## config.mk

```make
export PLATFORM = sky130hd
export DESIGN_NAME = mem_port_arbiter
export DESIGN_NICKNAME = d
export VERILOG_FILES = /design/src/rtl/mem_port_arbiter.sv
export SDC_FILE = /design/constraint.sdc
export NUM_CORES = 1
export LEC_CHECK = 0
export ABC_AREA = 1
export CAP_MARGIN = 20
export CORE_MARGIN = 8
export CORE_UTILIZATION = 40
export CTS_BUF_LIST = sky130_fd_sc_hd__clkbuf_2
export CTS_CLUSTER_DIAMETER = 80
export CTS_CLUSTER_SIZE = 25
export DETAILED_ROUTE_END_ITERATION = 8
export GPL_ROUTABILITY_DRIVEN = 0
export PLACE_DENSITY = 0.81
export SYNTH_ARGS = -nofsm -noshare
export SYNTH_HDL_FRONTEND = slang
export SYNTH_SLANG_ARGS = --single-unit
export TNS_END_PERCENT = 10
```

## constraint.sdc

```tcl
create_clock -name clk -period 1.9 [get_ports clk]
set_input_delay 0.57 -clock clk [delete_from_list [all_inputs] [get_ports clk]]
set_output_delay 0.57 -clock clk [all_outputs]
set_load 0.01 [all_outputs]
```

## src/rtl/mem_port_arbiter.sv

```systemverilog
// Shares one single-port instruction/data memory between the fetch (IF) and load/store (MEM) stages.
// MEM wins contention until STARVE_LIMIT consecutive contended MEM grants, then IF is forced through.
module mem_port_arbiter #(
  parameter int ADDRESS_LEN  = 32,
  parameter int DATA_LEN     = 32,
  parameter int STARVE_LIMIT = 3
) (
  input  logic                   clk,
  input  logic                   rst,
  input  logic                   if_req,
  input  logic [ADDRESS_LEN-1:0] if_addr,
  output logic [DATA_LEN-1:0]    if_rdata,
  output logic                   if_done,
  input  logic                   mem_req,
  input  logic                   mem_wr,
  input  logic [ADDRESS_LEN-1:0] mem_addr,
  input  logic [DATA_LEN-1:0]    mem_wdata,
  output logic [DATA_LEN-1:0]    mem_rdata,
  output logic                   mem_done,
  output logic                   ram_en,
  output logic                   ram_we,
  output logic [ADDRESS_LEN-1:0] ram_addr,
  output logic [DATA_LEN-1:0]    ram_wdata,
  input  logic [DATA_LEN-1:0]    ram_rdata,
  input  logic                   ram_ready,
  output logic                   freeze,
  output logic                   mem_stall,
  output logic [1:0]             dbg_state
);

  // Handshake: a requester raises x_req and holds it (with stable address/data) until x_done
  // pulses for one cycle; x_rdata is valid in that cycle and held until the next completion.
  localparam int CW = $clog2(STARVE_LIMIT + 1);
  localparam logic [CW-1:0] LIMIT = CW'(STARVE_LIMIT);

  typedef enum logic [1:0] {
    IDLE      = 2'd0,
    SERVE_IF  = 2'd1,
    SERVE_MEM = 2'd2,
    RESP      = 2'd3
  } state_t;

  state_t                 state_q;
  logic                   ram_en_q;
  logic                   ram_we_q;
  logic [ADDRESS_LEN-1:0] ram_addr_q;
  logic [DATA_LEN-1:0]    ram_wdata_q;
  logic [DATA_LEN-1:0]    if_rdata_q;
  logic [DATA_LEN-1:0]    mem_rdata_q;
  logic                   if_done_q;
  logic                   mem_done_q;
  logic [CW-1:0]          starve_cnt_q;
  logic                   mem_wins;

  // MEM takes the port unless IF has already lost STARVE_LIMIT contended rounds in a row.
  assign mem_wins = mem_req && (!if_req || (starve_cnt_q < LIMIT));

  always_ff @(posedge clk) begin
    if (!rst) begin
      state_q      <= IDLE;
      ram_en_q     <= 1'b0;
      ram_we_q     <= 1'b0;
      ram_addr_q   <= '0;
      ram_wdata_q  <= '0;
      if_rdata_q   <= '0;
      mem_rdata_q  <= '0;
      if_done_q    <= 1'b0;
      mem_done_q   <= 1'b0;
      starve_cnt_q <= '0;
    end else begin
      case (state_q)
        IDLE: begin
          if (mem_wins) begin
            state_q     <= SERVE_MEM;
            ram_en_q    <= 1'b1;
            ram_we_q    <= mem_wr;
            ram_addr_q  <= mem_addr;
            ram_wdata_q <= mem_wdata;
            if (if_req && (starve_cnt_q != LIMIT)) starve_cnt_q <= starve_cnt_q + 1'b1;
          end else if (if_req) begin
            state_q      <= SERVE_IF;
            ram_en_q     <= 1'b1;
            ram_we_q     <= 1'b0;
            ram_addr_q   <= if_addr;
            starve_cnt_q <= '0;
          end
        end
        SERVE_IF: begin
          if (ram_ready) begin
            state_q    <= RESP;
            if_rdata_q <= ram_rdata;
            if_done_q  <= 1'b1;
            ram_en_q   <= 1'b0;
            ram_we_q   <= 1'b0;
          end
        end
        SERVE_MEM: begin
          if (ram_ready) begin
            state_q     <= RESP;
            mem_rdata_q <= ram_rdata;
            mem_done_q  <= 1'b1;
            ram_en_q    <= 1'b0;
            ram_we_q    <= 1'b0;
          end
        end
        RESP: begin
          state_q    <= IDLE;
          if_done_q  <= 1'b0;
          mem_done_q <= 1'b0;
        end
        default: state_q <= IDLE;
      endcase
    end
  end

  assign ram_en    = ram_en_q;
  assign ram_we    = ram_we_q;
  assign ram_addr  = ram_addr_q;
  assign ram_wdata = ram_wdata_q;
  assign if_rdata  = if_rdata_q;
  assign mem_rdata = mem_rdata_q;
  assign if_done   = if_done_q;
  assign mem_done  = mem_done_q;
  assign freeze    = if_req & ~if_done_q;
  assign mem_stall = mem_req & ~mem_done_q;
  assign dbg_state = state_q;

endmodule

```

* Yosys cells after proc, flatten, opt, wreduce, memory -nomap -nowiden
Index checks and enable logic that the tools add are counted.
Cells by class: shift operators 0, divide/modulo/power cells 0, bitwise gates (word level) 4, $mul 0, mux-type cells 19, reductions and logical operators 19, $add $sub $neg 1, $lt $le $gt $ge 1, equality and inequality tests 9
Operators with widths (number):
- $mux W32 | 2
- $reduce_and A2 Y1 | 7
- $mux W2 | 6
- $pmux W1 S2 | 4
- $reduce_bool A2 Y1 | 4
- $mux W1 | 6
- $ne A2 B2 Y1 const B | 3
- $pmux W2 S3 | 1
- $reduce_and A3 Y1 | 2
- $eq A2 B2 Y1 const B | 2
- $ne A2 B1 Y1 const B | 2
- $ne A3 B3 Y1 const B | 1
- $add A2 B1 Y2 const B | 1
- $and A1 B1 Y1 | 2
- $eq A2 B1 Y1 const B | 1
- $logic_and A1 B1 Y1 | 2
- $logic_not A2 Y1 | 1
- $lt A2 B2 Y1 const B | 1
- $not A1 Y1 | 2
- $reduce_or A2 Y1 | 1
- $logic_not A1 Y1 | 1
- $logic_or A1 B1 Y1 | 1
Storage, ports and cells: output and inout bits 136, bits in registers 136, RAM bits 0, bits in latches 0, input port bits 134, bits in read-only memories 0, memories kept 0

* Longest topological paths before layout
Gate-level depths: netlist (run 1).
depth in word-level cells 5, gate-level depth with buffers 8

* Worst setup path after synthesis (run 1)
OpenSTA, ideal clock, no wires.
path kind input port to output port, start point input port mem_req, end point output port mem_stall, data arrival time 1.076 ns, path slack 0.254 ns, path buffers 2, cell stages on the path 4, data required time 1.330 ns, cells stage by stage buf_6 buf_2 inv_1 nor2_1
Between the ends: cells in the longest elaborated chain, start to end 1
RTL lines:
- from (decl) | line 14 | input logic mem_req,
- $and A1 B1 Y1 | line 125 | assign mem_stall = mem_req & ~mem_done_q;
- to (decl) | line 27 | output logic mem_stall,
No other way between the ends.

* Worst setup path in the final report (run 1)
start point register mem_done_q, in the netlist mem_done, end point output port mem_stall
Between the ends: cells in the longest elaborated chain, start to end 2
RTL lines:
- from (decl) | line 51 | logic mem_done_q;
- from (signal assigned) | line 68 | mem_done_q <= 1'b0;
- from (signal assigned) | line 101 | mem_done_q <= 1'b1;
- from (signal assigned) | line 109 | mem_done_q <= 1'b0;
- $not A1 Y1 | line 125
- $and A1 B1 Y1 | line 125
No other way between the ends.

==> results of run 1 <==
placed cells by master (no fill, tap or decap), drive strengths merged, types with 14 or more instances in the layout:
| cell type | synthesis | routed |
|---|---|---|
| buf | 28 | 165 |
| clkbuf | 21 | 18 |
| clkdlybuf4s50 | 0 | 130 |
| nand2 | 119 | 119 |
| nand3 | 36 | 36 |
| and3 | 32 | 32 |
| nor2 | 172 | 172 |
| dfxtp | 136 | 136 |
| a21oi | 39 | 39 |
| o21ai | 99 | 99 |
| inv | 13 | 14 |
report_power, final:
group | internal, mW | total (mW) | switching [mW] | leakage (nW)
Combinational | 1.43 | 3.18 | 1.75 | 2.37
Clock | 0.587 | 1.64 | 1.06 | 0.125
Sequential | 3.54 | 3.80 | 0.262 | 1.17
registers in the layout, indices dropped and copies added, names as in the netlist:
register	flops
starve_cnt_q	2
if_rdata	32
mem_rdata	32
ram_wdata	32
ram_addr	32
if_done	1
dbg_state	2
ram_we	1
mem_done	1
ram_en	1
worst max-delay path by stage:
stage | start | slack [ns] | cells past startpoint | endpoint
CTS | mem_done | -0.09 | 3 | mem_stall
finish | mem_done | -0.01 | 3 | mem_stall
global placement | if_req | -0.54 | 4 | freeze
global route | mem_done | -0.13 | 3 | mem_stall
floorplan | mem_req | 0.25 | 4 | mem_stall
detailed placement | mem_req | -0.54 | 4 | mem_stall
final cells by class:
type | count | area [sq um] | share of cell area (%)
antenna | 1 | 2.502 | 0.03123
clock buffer | 18 | 90.09 | 1.124
clock inverter | 14 | 132.6 | 1.655
inverter | 13 | 48.80 | 0.6089
multi-input combinational | 504 | 2282 | 28.48
sequential | 136 | 2892 | 36.08
tap | 176 | 220.2 | 2.748
timing repair buffer | 297 | 2346 | 29.27
metrics by stage:
| step | cell area, sq um | setup TNS, ns | std cells | hold WS, ns | setup WS [ns] |
|---|---|---|---|---|---|
| 5_1_grt | 8011 | -0.2643 | 1158 | 0.2778 | -0.1277 |
| 3_3_place_gp | 8234 | -31.92 | 1121 | 0.4499 | -0.5430 |
| 6_report | 8014 | -0.01198 | 1159 | 0.3372 | -0.01198 |
| 2_1_floorplan | 5289 | 0 | 702 | 0.4472 | 0.2545 |
| 3_5_place_dp | 8234 | -33.33 | 1121 | 0.4543 | -0.5450 |
| 4_1_cts | 8018 | -0.1200 | 1158 | 0.2763 | -0.08714 |
cell families (layout without fill, tap and decap cells):
family	count (synthesis)	after routing	share of synthesized area, %
flops	136	136	51.48
simple gates	360	360	28.34
fa+ha+maj	6	6	1.419
other cells	0	1	0
compound gates	138	138	13.06
buf+inv	62	342	5.702
cells in the mapped netlist:
library cell    n  area share, %
o21ai_1         7           0.66
buf_4           1           0.14
nand3_2         1           0.19
dfxtp_1       136             51
clkbuf_2        2           0.19
inv_2           3           0.21
buf_1           2           0.14
nand2_1       117            8.3
buf_6           5            1.1
nand3_1        35            3.3
nand2_2         1           0.12
o21ai_0        92            8.7
nor2_1        170             12
and3_1         32            3.8
nand2_4         1           0.21
a21oi_1        39            3.7
nor2_2          2           0.24
inv_1          10           0.71
ha_1            6            1.4
buf_2          20            1.9
or2_2           1           0.12
clkbuf_1       19            1.3
critical path, delay by kind of cell, from the launching register on:
| family | cells | cell delay [ns] |
|---|---|---|
| buffers and inverters | 2 | 0.21 |
| DFF | 1 | 0.37 |
| and+or+nand+nor | 1 | 0.08 |
repair_timing:
action	CTS	global route
resized for setup	679	9
pin swaps	2	0
hold buffers	0	0
setup endpoints to repair	136	9
buffers inserted	5	0
routing by layer:
metal / GRT usage (%) / routed length, um / share of wire (%)
met1: 22.69 / 6803 / 39
met5: 0 / 0 / 0
met2: 32.69 / 8073 / 46
met3: 9.456 / 2401 / 14
met4: 6.280 / 272 / 1.5
==> results.cfg, run 1 <==
[detailed_routing]
detail_route.vias_per_cell = 4.801
drc = 0
wl_per_cell_um = 15.14
wl_um = 17550
drtPass1Iterations = 4
drt_iter0_drc = 324
vias = 5564
antenna_left = 0

[yosys]
syn_nets = 842
synth_cells = 702
yosysSeqAreaShare_pct = 51.48
ys_ff_latch = 136
synth_cell_types = 22
netlist_area_sq_um = 5289
syn_avg_cell_area_sq_um = 7.534
yosysWarnings = 0

[worst_setup_path]
r2r_slack_ns = 0.22
r2r_end = ram_addr[1]
r2r_cells = 8
critPathLaunchType = flip-flop
path_max_fanout = 2
cp_slowest_cell = dfxtp_2
cp_slowest_stage_delay_ns = 0.37
critPathMostFrequentCell = buf_6
arrival_ns = 1.34
required_ns = 1.33
reg2reg_from = dbg_state[1]
end_kind = output port
crit_chain = buf_6 -> nor2_4 -> buf_6
path_class = reg -> out

[status]
status = finished with violations
violations = setup timing

[global_routing]
first_global_vias = 5279
grt_max_degree = 69
grt_overflow = 0
track_usage_pct = 20.02
antenna_found_initial = 0
grt_pass1_wl_um = 26770

[placement]
portBuffers = 269
dpl.hpwl_um = 12910

[power]
p_leak_nw = 3.659
powerDensity_nw_per_um2 = 1076
vdd_drop_max_mv = 0.4224
totalPowerFinal_mw = 8.625

[timing]
period_minus_slack_ns = 1.912
finalSetupViolCount = 1
worst_pin_slew_ns = 0.4583
finalHoldViolCount = 0
skew_ns = 0.02027
fmax_mhz = 523.0
timing.final.crit_share_pct = 100.6
worst_slack_ns = -0.01198
rsz0062_at_grt = true
drv_slew = 0
relSlewSlack_pct = 69.45

[cts]
clkLatencyLatePin_ns = 0.68
clk_pin_slew_ns = 0.20
cts_tree = built
clock_sink_count = 136
cts_buffers = 17
h-tree-depth = 4
clockBufferDepth = 2
cts-root-buf = clkbuf_2

[floorplan]
dieArea_sq_um = 17160
die_y_um = 131.0
pin_count = 270
fp.coreArea_sq_um = 13090
start_util_pct = 40.42
die_width_um = 131.0
num_rows = 42

[min_path]
hold_path_end = if_rdata[7]
min_path_type = in -> reg
hp-start = rst
min_path_cells = 4

[cells_and_area]
final_util_pct = 61.25
fillCellCount = 1224
areaGrowthSynthToFinish_pct = 51.53
nets = 1109
final_layout_size_suffix_gt1_share_pct = 34.52

[run]
drv_cap = 0
Power figures use the tool's default switching activity.
==> run 2: changes to the inputs <==
- clock period: 1.9 -> 2.4 ns (I/O delays scaled with it)
==> results.cfg, run 2 (synthesized netlist as in run 1, its figures left out) <==
[detailed_routing]
wl_per_cell_um = 15.41
detail_route.vias_per_cell = 4.848
vias = 5575
drtPass1Iterations = 4
antenna_left = 0
drc = 0
wl_um = 17730
drt_iter0_drc = 277

[floorplan]
start_util_pct = 40.42
num_rows = 42
fp.coreArea_sq_um = 13090
pin_count = 270
dieArea_sq_um = 17160
die_y_um = 131.0
die_width_um = 131.0

[min_path]
min_path_type = in -> reg

[placement]
portBuffers = 269
dpl.hpwl_um = 13090

[cts]
cts-root-buf = clkbuf_2
clkLatencyLatePin_ns = 0.67
clock_sink_count = 136
clk_pin_slew_ns = 0.18
clockBufferDepth = 2
cts_buffers = 17
h-tree-depth = 4
cts_tree = built

[timing]
worst_pin_slew_ns = 0.6530
finalSetupViolCount = 0
period_minus_slack_ns = 2.273
timing.final.crit_share_pct = 94.70
drv_slew = 0
rsz0062_at_grt = true
fmax_mhz = 440.0
skew_ns = 0.02601
relSlewSlack_pct = 56.40
holdWs_ns = 0.3872
finalHoldViolCount = 0

[cells_and_area]
final_cell_mix = nor2_1, clkdlybuf4s50_1, nand2_1
final_util_pct = 64.18
fillCellCount = 1209
final_layout_size_suffix_gt1_share_pct = 9.548
diodes = 0
nets = 1102
layout_commonest_cell = nor2_1
areaGrowthSynthToFinish_pct = 58.79

[power]
p_seq_share_pct = 42.7
clkPwrFrac_pct = 20.2
totalPowerFinal_mw = 6.904
p_switching_mw = 2.398
powerDensity_nw_per_um2 = 822.2
pwr-share-comb_pct = 37.1
p_sw_share_pct = 34.73
intPower_mw = 4.507
vdd_drop_max_mv = 0.3750
p_leak_nw = 4.195

[global_routing]
first_global_vias = 5312
grt_max_degree = 74
grt_pass1_wl_um = 26620
antenna_found_initial = 0
grt_overflow = 0
track_usage_pct = 20.11

[worst_setup_path]
required_ns = 1.68
cp_slowest_cell = clkdlybuf4s50_1
end_kind = output port
crit_chain = clkdlybuf4s50_1
cp_num_buf_inv = 1
critPathLaunchType = flip-flop
cp_top_family = buffers and inverters
arrival_ns = 1.55
path_class = reg -> out
path_max_fanout = 2
cp_slowest_stage_delay_ns = 0.53

[status]
status = complete, no violations

[run]
drv_cap = 0
## run 2: cell type report
type                            count  area (sq um)  area share [%]
Clock buffer                       17         85.08           1.013
Clock inverter                     14         157.7           1.877
Inverter                           13         48.80          0.5810
Multi-Input combinational cell    504          2270           27.03
Sequential cell                   136          2766           32.94
Tap cell                          176         220.2           2.622
Timing Repair Buffer              290          2850           33.94
## run 2: metrics by stage
step | area (sq um) | instances | setup slack (ns) | setup TNS, ns
floorplan | 5289 | 702 | 0.4545 | 0
global placement | 8187 | 1118 | -0.3432 | -7.081
detailed placement | 8187 | 1118 | -0.3505 | -7.576
CTS | 8327 | 1150 | 0.0004327 | 0
global route | 8398 | 1150 | -0.02503 | -0.02503
finish | 8398 | 1150 | 0.1272 | 0
## run 2: final timing paths
check                startpoint            end  slack [ns]  cells after the start
hold reg to reg   ram_wdata[14]  ram_wdata[14]        0.47                      2
setup reg to reg   dbg_state[0]   ram_addr[13]        0.78                      7
setup / recovery   ram_addr[16]   ram_addr[16]        0.13                      1
hold / removal              rst         ram_we        0.39                      3
## run 2: power groups by stage
stage / sequential (mW) / clock (mW) / combinational [mW]
final: 2.95 / 1.39 / 2.56
after global placement: 2.98 / 0 / 2.81
after detailed placement: 3.00 / 0 / 2.85
after global routing: 3.01 / 1.56 / 2.83
after floorplan: 3.19 / 0 / 1.16
after CTS: 2.95 / 1.45 / 2.61
## run 2: what timing repair did
action                     4_1_cts  5_1_grt
gates resized for setup        138       34
hold buffers                     0        0
setup endpoints to repair      124       26
buffers inserted                 1        0
## run 2: metal layers
metal	up-vias	part of all wire (%)	GRT usage [%]
li1	2810	-	-
met1	2509	38	21.59
met2	232	47	33.35
met3	24	13	9.497
met4	0	2.4	8.440
met5	-	0	0
==> run 3: changes to the inputs <==
- SKIP_LAST_GASP: unset -> 1
==> results.cfg, run 3 (synthesized netlist as in run 1, its figures left out) <==
[status]
status = complete, no violations

[cts]
h-tree-depth = 4
cts-root-buf = clkbuf_2
clockBufferDepth = 2
cts_tree = built
clk_pin_slew_ns = 0.18
clkLatencyLatePin_ns = 0.67
clock_sink_count = 136
cts_buffers = 17

[worst_setup_path]
critPathLaunchType = flip-flop
cp_slowest_stage_delay_ns = 0.58
r2r_cells = 7
arrival_ns = 1.62
path_class = reg -> out
crit_chain = clkdlybuf4s50_1
cp_slowest_cell = clkdlybuf4s50_1
cp_top_family = buffers and inverters
required_ns = 1.68
cp_num_buf_inv = 1
end_kind = output port
r2r_end = ram_addr[13]
r2r_slack_ns = 0.79
reg2reg_from = dbg_state[0]
path_max_fanout = 2

[detailed_routing]
drtPass1Iterations = 4
drt_iter0_drc = 280
antenna_left = 0
wl_um = 17530
drc = 0
detail_route.vias_per_cell = 4.851
vias = 5579
wl_per_cell_um = 15.24

[timing]
finalHoldViolCount = 0
period_minus_slack_ns = 2.338
worst_pin_slew_ns = 0.6538
finalSetupTns_ns = 0
skew_ns = 0.02604
drv_slew = 0
timing.final.crit_share_pct = 97.43
finalSetupViolCount = 0
relSlewSlack_pct = 56.35
holdWs_ns = 0.3897
rsz0062_at_grt = true
fmax_mhz = 427.7

[floorplan]
start_util_pct = 40.42
die_y_um = 131.0
die_width_um = 131.0
dieArea_sq_um = 17160
pin_count = 270
fp.coreArea_sq_um = 13090
num_rows = 42

[cells_and_area]
nets = 1102
layout_commonest_cell = clkdlybuf4s50_1
areaGrowthSynthToFinish_pct = 59.95
diodes = 0
final_layout_size_suffix_gt1_share_pct = 6.674
final_cell_mix = clkdlybuf4s50_1, nor2_1, dfxtp_1

[global_routing]
grt_max_degree = 74
grt_overflow = 0
track_usage_pct = 20.09
grt_pass1_wl_um = 26590
first_global_vias = 5307
antenna_found_initial = 0

[power]
powerDensity_nw_per_um2 = 842.4
p_leak_nw = 3.581
vdd_drop_max_mv = 0.3804

[min_path]
hp-start = rst
min_path_cells = 3
min_path_type = in -> reg
hold_path_end = ram_we

[placement]
dpl.hpwl_um = 13090
portBuffers = 269

[run]
drv_cap = 0
## run 3: worst max-delay path by stage
stage | startpoint | end | slack (ns) | depth (start not counted)
after detailed placement | if_req | freeze | -0.35 | 4
after global placement | if_req | freeze | -0.34 | 4
after floorplan | mem_req | mem_stall | 0.45 | 4
final | ram_addr[29] | ram_addr[29] | 0.06 | 1
after CTS | if_done | freeze | -0.13 | 2
after global routing | ram_wdata[25] | ram_wdata[25] | -0.08 | 1
## run 3: repair_timing
action                                  in CTS  in global routing
endpoints found under the setup margin     124                126
gates resized for setup                     17                 15
hold buffers                                 0                  0
setup buffers                                1                  0
## run 3: layout make-up
class,count,area [sq um]
fillers,1176,4626
clock buffers,17,85.08
repair buffers,290,2947
multi-input cells,504,2270
well taps,176,220.2
flip-flops and latches,136,2731
clock inverters,14,157.7
inverters,13,48.80
## run 3: per-layer routing
| layer | up-vias | GRT usage (%) | routed length, um |
|---|---|---|---|
| met1 | 2520 | 21.22 | 6522 |
| met5 | - | 0 | 0 |
| li1 | 2805 | - | - |
| met4 | 0 | 8.440 | 442 |
| met2 | 226 | 33.62 | 8269 |
| met3 | 28 | 9.659 | 2291 |
## run 3: metrics by stage
stage	instance area, sq um	cells	worst slack (ns)	util, %	power [mW]
after floorplan	5289	702	0.4545	-	4.350
after global routing	8459	1150	-0.08020	64.65	7.636
after detailed placement	8187	1118	-0.3505	62.56	5.848
final	8459	1150	0.06170	64.65	7.126
after CTS	8426	1150	-0.1285	64.39	7.238
after global placement	8187	1118	-0.3432	62.56	5.795
## run 3: power by group
part           switching (mW)  internal [mW]
logic                    1.35           1.45
clock network           0.821          0.565
registers               0.229           2.72
total                    2.40           4.73
